## src/rtl/branch_predictor_pkg.sv

```systemverilog
// Shared constants for the IF-stage next-PC predictor.
// Latency: n/a (constants only).
// Backpressure: n/a.
package branch_predictor_pkg;

  localparam int BP_WORD_SIZE = 16;

  // 2-bit saturating counter encoding; MSB set means "predict taken".
  typedef enum logic [1:0] {
    BP_SNT = 2'b00,
    BP_WNT = 2'b01,
    BP_WT  = 2'b10,
    BP_ST  = 2'b11
  } bp_ctr_e;

  // Fresh entries start weakly not-taken so one taken outcome flips them.
  localparam bp_ctr_e BP_CTR_RST = BP_WNT;

endpackage

```

## src/rtl/branch_predictor_sat_counter.sv

```systemverilog
// 2-bit saturating counter next-state function (bp_sat_counter).
// Latency: combinational, zero cycles.
// Backpressure: none; pure function of its inputs.
module bp_sat_counter
  import branch_predictor_pkg::*;
(
  input  logic [1:0] ctr,
  input  logic       taken,
  output logic [1:0] ctr_nxt
);

  // Step toward the observed outcome, holding at either end.
  always_comb begin
    ctr_nxt = ctr;
    if (taken) begin
      if (ctr != BP_ST) ctr_nxt = ctr + 2'd1;
    end else begin
      if (ctr != BP_SNT) ctr_nxt = ctr - 2'd1;
    end
  end

endmodule

```

## src/rtl/branch_predictor.sv

```systemverilog
// Direct-mapped BTB next-PC predictor with per-entry 2-bit counters and resolve checking.
// Latency: lookup and miss detection combinational; table/counter updates visible next cycle.
// Backpressure: none; each resolve is consumed on the edge it is presented.
module branch_predictor
  import branch_predictor_pkg::*;
#(
  parameter int WORD_SIZE = BP_WORD_SIZE,
  parameter int BTB_IDX   = 4
) (
  input  logic                 clk,
  input  logic                 reset_n,
  input  logic [WORD_SIZE-1:0] pc_IF,
  output logic [WORD_SIZE-1:0] predicted_pc,
  output logic                 predict_taken,
  input  logic                 resolve_valid,
  input  logic                 resolve_is_cond,
  input  logic                 resolve_is_jump,
  input  logic [WORD_SIZE-1:0] resolve_pc,
  input  logic                 resolve_taken,
  input  logic [WORD_SIZE-1:0] resolve_target,
  input  logic [WORD_SIZE-1:0] resolve_pred_pc,
  output logic                 i_branch_miss,
  output logic                 jump_miss,
  output logic [WORD_SIZE-1:0] redirect_pc,
  output logic [15:0]          mispredict_count
);

  localparam int ENTRIES = 1 << BTB_IDX;
  localparam int TAG_W   = WORD_SIZE - BTB_IDX;
  localparam logic [WORD_SIZE-1:0] PC_ONE = {{(WORD_SIZE-1){1'b0}}, 1'b1};

  logic [ENTRIES-1:0]   valid_q, valid_d;
  logic [TAG_W-1:0]     tag_q [ENTRIES];
  logic [TAG_W-1:0]     tag_d [ENTRIES];
  logic [WORD_SIZE-1:0] tgt_q [ENTRIES];
  logic [WORD_SIZE-1:0] tgt_d [ENTRIES];
  logic [1:0]           ctr_q [ENTRIES];
  logic [1:0]           ctr_d [ENTRIES];
  logic [15:0]          cnt_q, cnt_d;

  logic [BTB_IDX-1:0]   if_idx, rs_idx;
  logic [TAG_W-1:0]     if_tag, rs_tag;
  logic                 if_hit, rs_hit;
  logic [WORD_SIZE-1:0] actual_next;
  logic                 miss;
  logic [1:0]           rs_ctr_nxt;

  assign if_idx = pc_IF[BTB_IDX-1:0];
  assign if_tag = pc_IF[WORD_SIZE-1:BTB_IDX];
  assign rs_idx = resolve_pc[BTB_IDX-1:0];
  assign rs_tag = resolve_pc[WORD_SIZE-1:BTB_IDX];

  // Fetch-side lookup against the registered table (pre-update contents).
  always_comb begin
    if_hit        = valid_q[if_idx] && (tag_q[if_idx] == if_tag);
    predict_taken = if_hit && ctr_q[if_idx][1];
    predicted_pc  = predict_taken ? tgt_q[if_idx] : (pc_IF + PC_ONE);
  end

  // Resolve check: compare the real next PC with what fetch guessed.
  always_comb begin
    actual_next   = (resolve_is_jump || resolve_taken) ? resolve_target
                                                       : (resolve_pc + PC_ONE);
    miss          = resolve_valid && (resolve_is_jump || resolve_is_cond) &&
                    (actual_next != resolve_pred_pc);
    jump_miss     = miss && resolve_is_jump;
    i_branch_miss = miss && resolve_is_cond && !resolve_is_jump;
    redirect_pc   = actual_next;
    rs_hit        = valid_q[rs_idx] && (tag_q[rs_idx] == rs_tag);
  end

  bp_sat_counter u_sat_ctr (
    .ctr     (ctr_q[rs_idx]),
    .taken   (resolve_taken),
    .ctr_nxt (rs_ctr_nxt)
  );

  // Next-state for the table and the mispredict counter.
  always_comb begin
    valid_d = valid_q;
    tag_d   = tag_q;
    tgt_d   = tgt_q;
    ctr_d   = ctr_q;
    cnt_d   = cnt_q;
    if (resolve_valid) begin
      if (resolve_is_jump) begin
        // Jumps are always taken: overwrite with a strongly-taken entry.
        valid_d[rs_idx] = 1'b1;
        tag_d[rs_idx]   = rs_tag;
        tgt_d[rs_idx]   = resolve_target;
        ctr_d[rs_idx]   = BP_ST;
      end else if (resolve_is_cond) begin
        if (rs_hit) begin
          ctr_d[rs_idx] = rs_ctr_nxt;
          if (resolve_taken) tgt_d[rs_idx] = resolve_target;
        end else if (resolve_taken) begin
          // Allocate on first taken outcome, evicting any aliasing entry.
          valid_d[rs_idx] = 1'b1;
          tag_d[rs_idx]   = rs_tag;
          tgt_d[rs_idx]   = resolve_target;
          ctr_d[rs_idx]   = BP_WT;
        end
      end
    end
    if (miss && (cnt_q != 16'hFFFF)) cnt_d = cnt_q + 16'd1;
  end

  // State registers; reset clears the whole table at once.
  always_ff @(posedge clk or negedge reset_n) begin
    if (!reset_n) begin
      valid_q <= '0;
      cnt_q   <= '0;
      for (int i = 0; i < ENTRIES; i++) begin
        tag_q[i] <= '0;
        tgt_q[i] <= '0;
        ctr_q[i] <= BP_CTR_RST;
      end
    end else begin
      valid_q <= valid_d;
      cnt_q   <= cnt_d;
      for (int i = 0; i < ENTRIES; i++) begin
        tag_q[i] <= tag_d[i];
        tgt_q[i] <= tgt_d[i];
        ctr_q[i] <= ctr_d[i];
      end
    end
  end

  assign mispredict_count = cnt_q;

endmodule

```

## config.mk

```make
export PLATFORM = sky130hd
export DESIGN_NAME = branch_predictor
export DESIGN_NICKNAME = d
export VERILOG_FILES = /design/src/rtl/branch_predictor_pkg.sv /design/src/rtl/branch_predictor_sat_counter.sv /design/src/rtl/branch_predictor.sv
export SDC_FILE = /design/constraint.sdc
export NUM_CORES = 1
export LEC_CHECK = 0
export CORE_MARGIN = 2
export CORE_UTILIZATION = 30
export DETAILED_ROUTE_END_ITERATION = 16
export HOLD_SLACK_MARGIN = 0.05
export PLACE_DENSITY = 0.46
export SLEW_MARGIN = 10
export SYNTH_ARGS = -nofsm -noshare
export SYNTH_HDL_FRONTEND = slang
export SYNTH_SLANG_ARGS = --single-unit
```

## constraint.sdc

```tcl
create_clock -name clk -period 5.16 [get_ports clk]
set_input_delay 1.032 -clock clk [delete_from_list [all_inputs] [get_ports clk]]
set_output_delay 1.032 -clock clk [all_outputs]
set_load 0.03 [all_outputs]
```

==> results.sh <==
export IMPL_status="finished with violations"
export IMPL_failed_checks="DRC"
export IMPL_rsz0062_at_grt="false"
export IMPL_fmax_mhz=198.8
export IMPL_nets=2219
export IMPL_cts_clk_slew_worst_paths_ns=0.06
export IMPL_synth_edf_count=0
export IMPL_globalplace_congestion=0.8553
export IMPL_synth_flop_cell="dfrtp_1"
export IMPL_drive_gt1_frac=0.4508
export IMPL_clockBufferDepth=3
export IMPL_tightest_slew_ns=1.073
export IMPL_vias=17926
export IMPL_cpPeakStageDelay_ns=0.54
export IMPL_setup_viol=0
export IMPL_drtIter0Drc=1309
export IMPL_cts_buffers=60
export IMPL_wire_per_inst_um=26.81
export IMPL_max_slew_margin=0.2845
export IMPL_leakagePower_nw=14.04
export IMPL_async_flop_share=1.000
export IMPL_clk_latency_ns=0.65
export IMPL_swShare=0.2772
export IMPL_synth_yosys_seq_area_share=0.4789
export IMPL_io_pins=121
export IMPL_arrival_ns=4.00
export IMPL_min_period_ns=5.031
export IMPL_h_tree_depth=2
export IMPL_core_rowCount=109
export IMPL_path_max_fanout=3
export IMPL_ir_worst_vdd_mv=0.2523
export IMPL_layout_common_cells="dfrtp_1, mux2_2, mux4_2"
export IMPL_p_seq_frac=0.433
export IMPL_cp_cell_sequence="dlygate4sd2_1 > buf_6 > nand4_4 > or4_4 > or4b_4 > a2111oi_4 > a41oi_2 > a2111oi_4 > buf_4 > nand2b_4 > nor3b_1 > buf_4"
export IMPL_worstHoldPathType="in2async"
export IMPL_avgSynthCellArea_um2=13.69
export IMPL_critPathLaunchType="input pin"
export IMPL_area_delta_synth_final_pct=22.57
export IMPL_syn_inst=1957
export IMPL_coreArea_mm2=0.08851
export IMPL_dp_hpwl_um=59930
export IMPL_p_sw_mw=3.514
export IMPL_hold_buffers=0
export IMPL_fp_dieW_um=302.9
export IMPL_clkSinkCount=512
export IMPL_end_kind="output port"
export IMPL_critPathSlowestCell="or4_4"
export IMPL_netlist_cell_type_count=76
export IMPL_critical_path_buf_inv_count=4
export IMPL_dieArea_mm2=0.09173
export IMPL_cts_tree="yes"
export IMPL_drc=11
export IMPL_drv_cap=0
export IMPL_gr_total_overflow=0
export IMPL_critPathKind="in2out"
export IMPL_fp_dieH_um=302.9
export IMPL_ant_nets=0
export IMPL_syn_nets=2033
export IMPL_tns_ns=0
export IMPL_p_clk_frac=0.345
export IMPL_grt_pass1_vias=18621
export IMPL_hold_ws_ns=0.4705
export IMPL_start_util=0.3028
export IMPL_worstPathRequired_ns=4.13
export IMPL_routed_wirelength_um=90050
export IMPL_fin_ws_ns=0.1287
export IMPL_root_buffer="clkbuf_16"
export IMPL_critPathTopFamily="simple AND/OR/NAND/NOR gates"
export IMPL_viasPerCell=5.337
export IMPL_antenna_diode_count=0
export IMPL_numPortBuffers=120
export IMPL_power_internal_mw=9.164
export IMPL_firstDrtPassIters=11
export IMPL_ys_ff_latch=512
export IMPL_grt_pass1_wl_um=132300
export IMPL_syn_cell_area_mm2=0.02680
export IMPL_fin_skew_ns=0.01443
export IMPL_powerDensity_mw_per_mm2=386.0
export IMPL_fin_crit_sh=0.9751
export IMPL_antenna_found_initial=2
export IMPL_hold_viol_final=0
export IMPL_grt_max_degree=109
export IMPL_synth_warnings=0
export IMPL_final_common_cell="dfrtp_1"
export IMPL_slew_viol_final=0
export IMPL_pwr_share_comb=0.221
export IMPL_dpl_worst_slack_ns=-0.3289
export IMPL_grt_util_all_layers=0.1977
sequential cells by signal (all words and copies together), names as in the netlist:
name,flops
tgt_q,256
tag_q,192
mispredict_count,16
ctr_q,32
valid_q,16
Yosys cell counts, drive strengths merged (3+ instances only):
cell       n  area, um2
a21oi     21      105.1
mux4     197       4437
or4        4      33.78
nand3     53      287.8
mux2i     28      280.3
a2111oi    3      51.30
nand4     12      81.33
nand2    125      469.2
o21a       7      52.55
and3      14      87.58
nor4       8      65.06
nor3      12      60.06
xor2      36      315.3
buf       58      329.1
ha         6      75.07
o22ai      3      18.77
dfstp     16      420.4
or3        5      31.28
and2       6      37.54
mux2     437       4921
dfrtp    496      12410
nor2b      6      37.54
a211oi     4      30.03
xnor2     44      385.4
a22oi      9      67.56
nor2      36      135.1
a31oi      7      43.79
clkbuf   125      470.5
o21ai     95      475.5
inv       23      86.33
nand2b    18      112.6
o211ai     7      52.55
final cells by class:
class | instances | area (um2)
clock buffer | 91 | 1769
clock inverter | 22 | 274.0
fill | 8362 | 55670
inverter | 24 | 90.09
multi-input combinational | 1238 | 13170
sequential | 512 | 12830
tap | 1165 | 1458
timing repair buffer | 307 | 3256
cell families after synthesis:
group | synth area share
buffers and inverters | 0.03320
flip-flops | 0.4789
adder cells (fa/ha/maj) | 0.003175
AND/OR/NAND/NOR | 0.05584
multiplexers | 0.3597
AO/OA/AOI/OAI | 0.04226
XOR/XNOR | 0.02699
routing by layer:
| layer | global-route usage | part of all wire | vias up |
|---|---|---|---|
| met5 | 0 | 0 | - |
| li1 | - | - | 7666 |
| met1 | 0.2891 | 0.47 | 9636 |
| met2 | 0.3054 | 0.45 | 522 |
| met3 | 0.03566 | 0.056 | 102 |
| met4 | 0.04433 | 0.020 | 0 |
final timing paths:
path	depth (start not counted)	endpoint	slack, ns	start
max	12	i_branch_miss	0.13	resolve_pc[2]
min	1	tgt_q[96]	0.47	reset_n
max reg2reg	12	tag_q[157]	1.59	tag_q[17]
min reg2reg	2	tgt_q[195]	0.48	tgt_q[195]
max in group asynchronous	2	tgt_q[25]	3.57	reset_n
min in group clk	2	tgt_q[195]	0.48	tgt_q[195]
metrics by stage:
stage | cell area (um2) | total power, mW | instances | util
finish | 32840 | 12.68 | 3359 | 0.3711
global route | 32840 | 13.28 | 3359 | 0.3711
CTS | 32800 | 12.81 | 3359 | 0.3706
detailed placement | 30600 | 8.357 | 3241 | 0.3457
global placement | 30600 | 8.243 | 3241 | 0.3457
floorplan | 26800 | 7.304 | 1957 | -
power groups by stage:
stage               Clock [mW]  Combinational [mW]  Sequential, mW
detailed placement           0                2.81            5.55
CTS                       4.50                2.83            5.48
finish                    4.38                2.80            5.50
global placement             0                2.75            5.49
floorplan                    0                1.91            5.39
global route              4.67                3.01            5.60
repair_timing:
action                                  in CTS  in global routing
gates resized for setup                     17                 14
setup buffers                                4                  0
pin swaps                                    7                  6
endpoints found under the setup margin      10                  4
cloned                                       1                  0
Power figures use the tool's default switching activity.
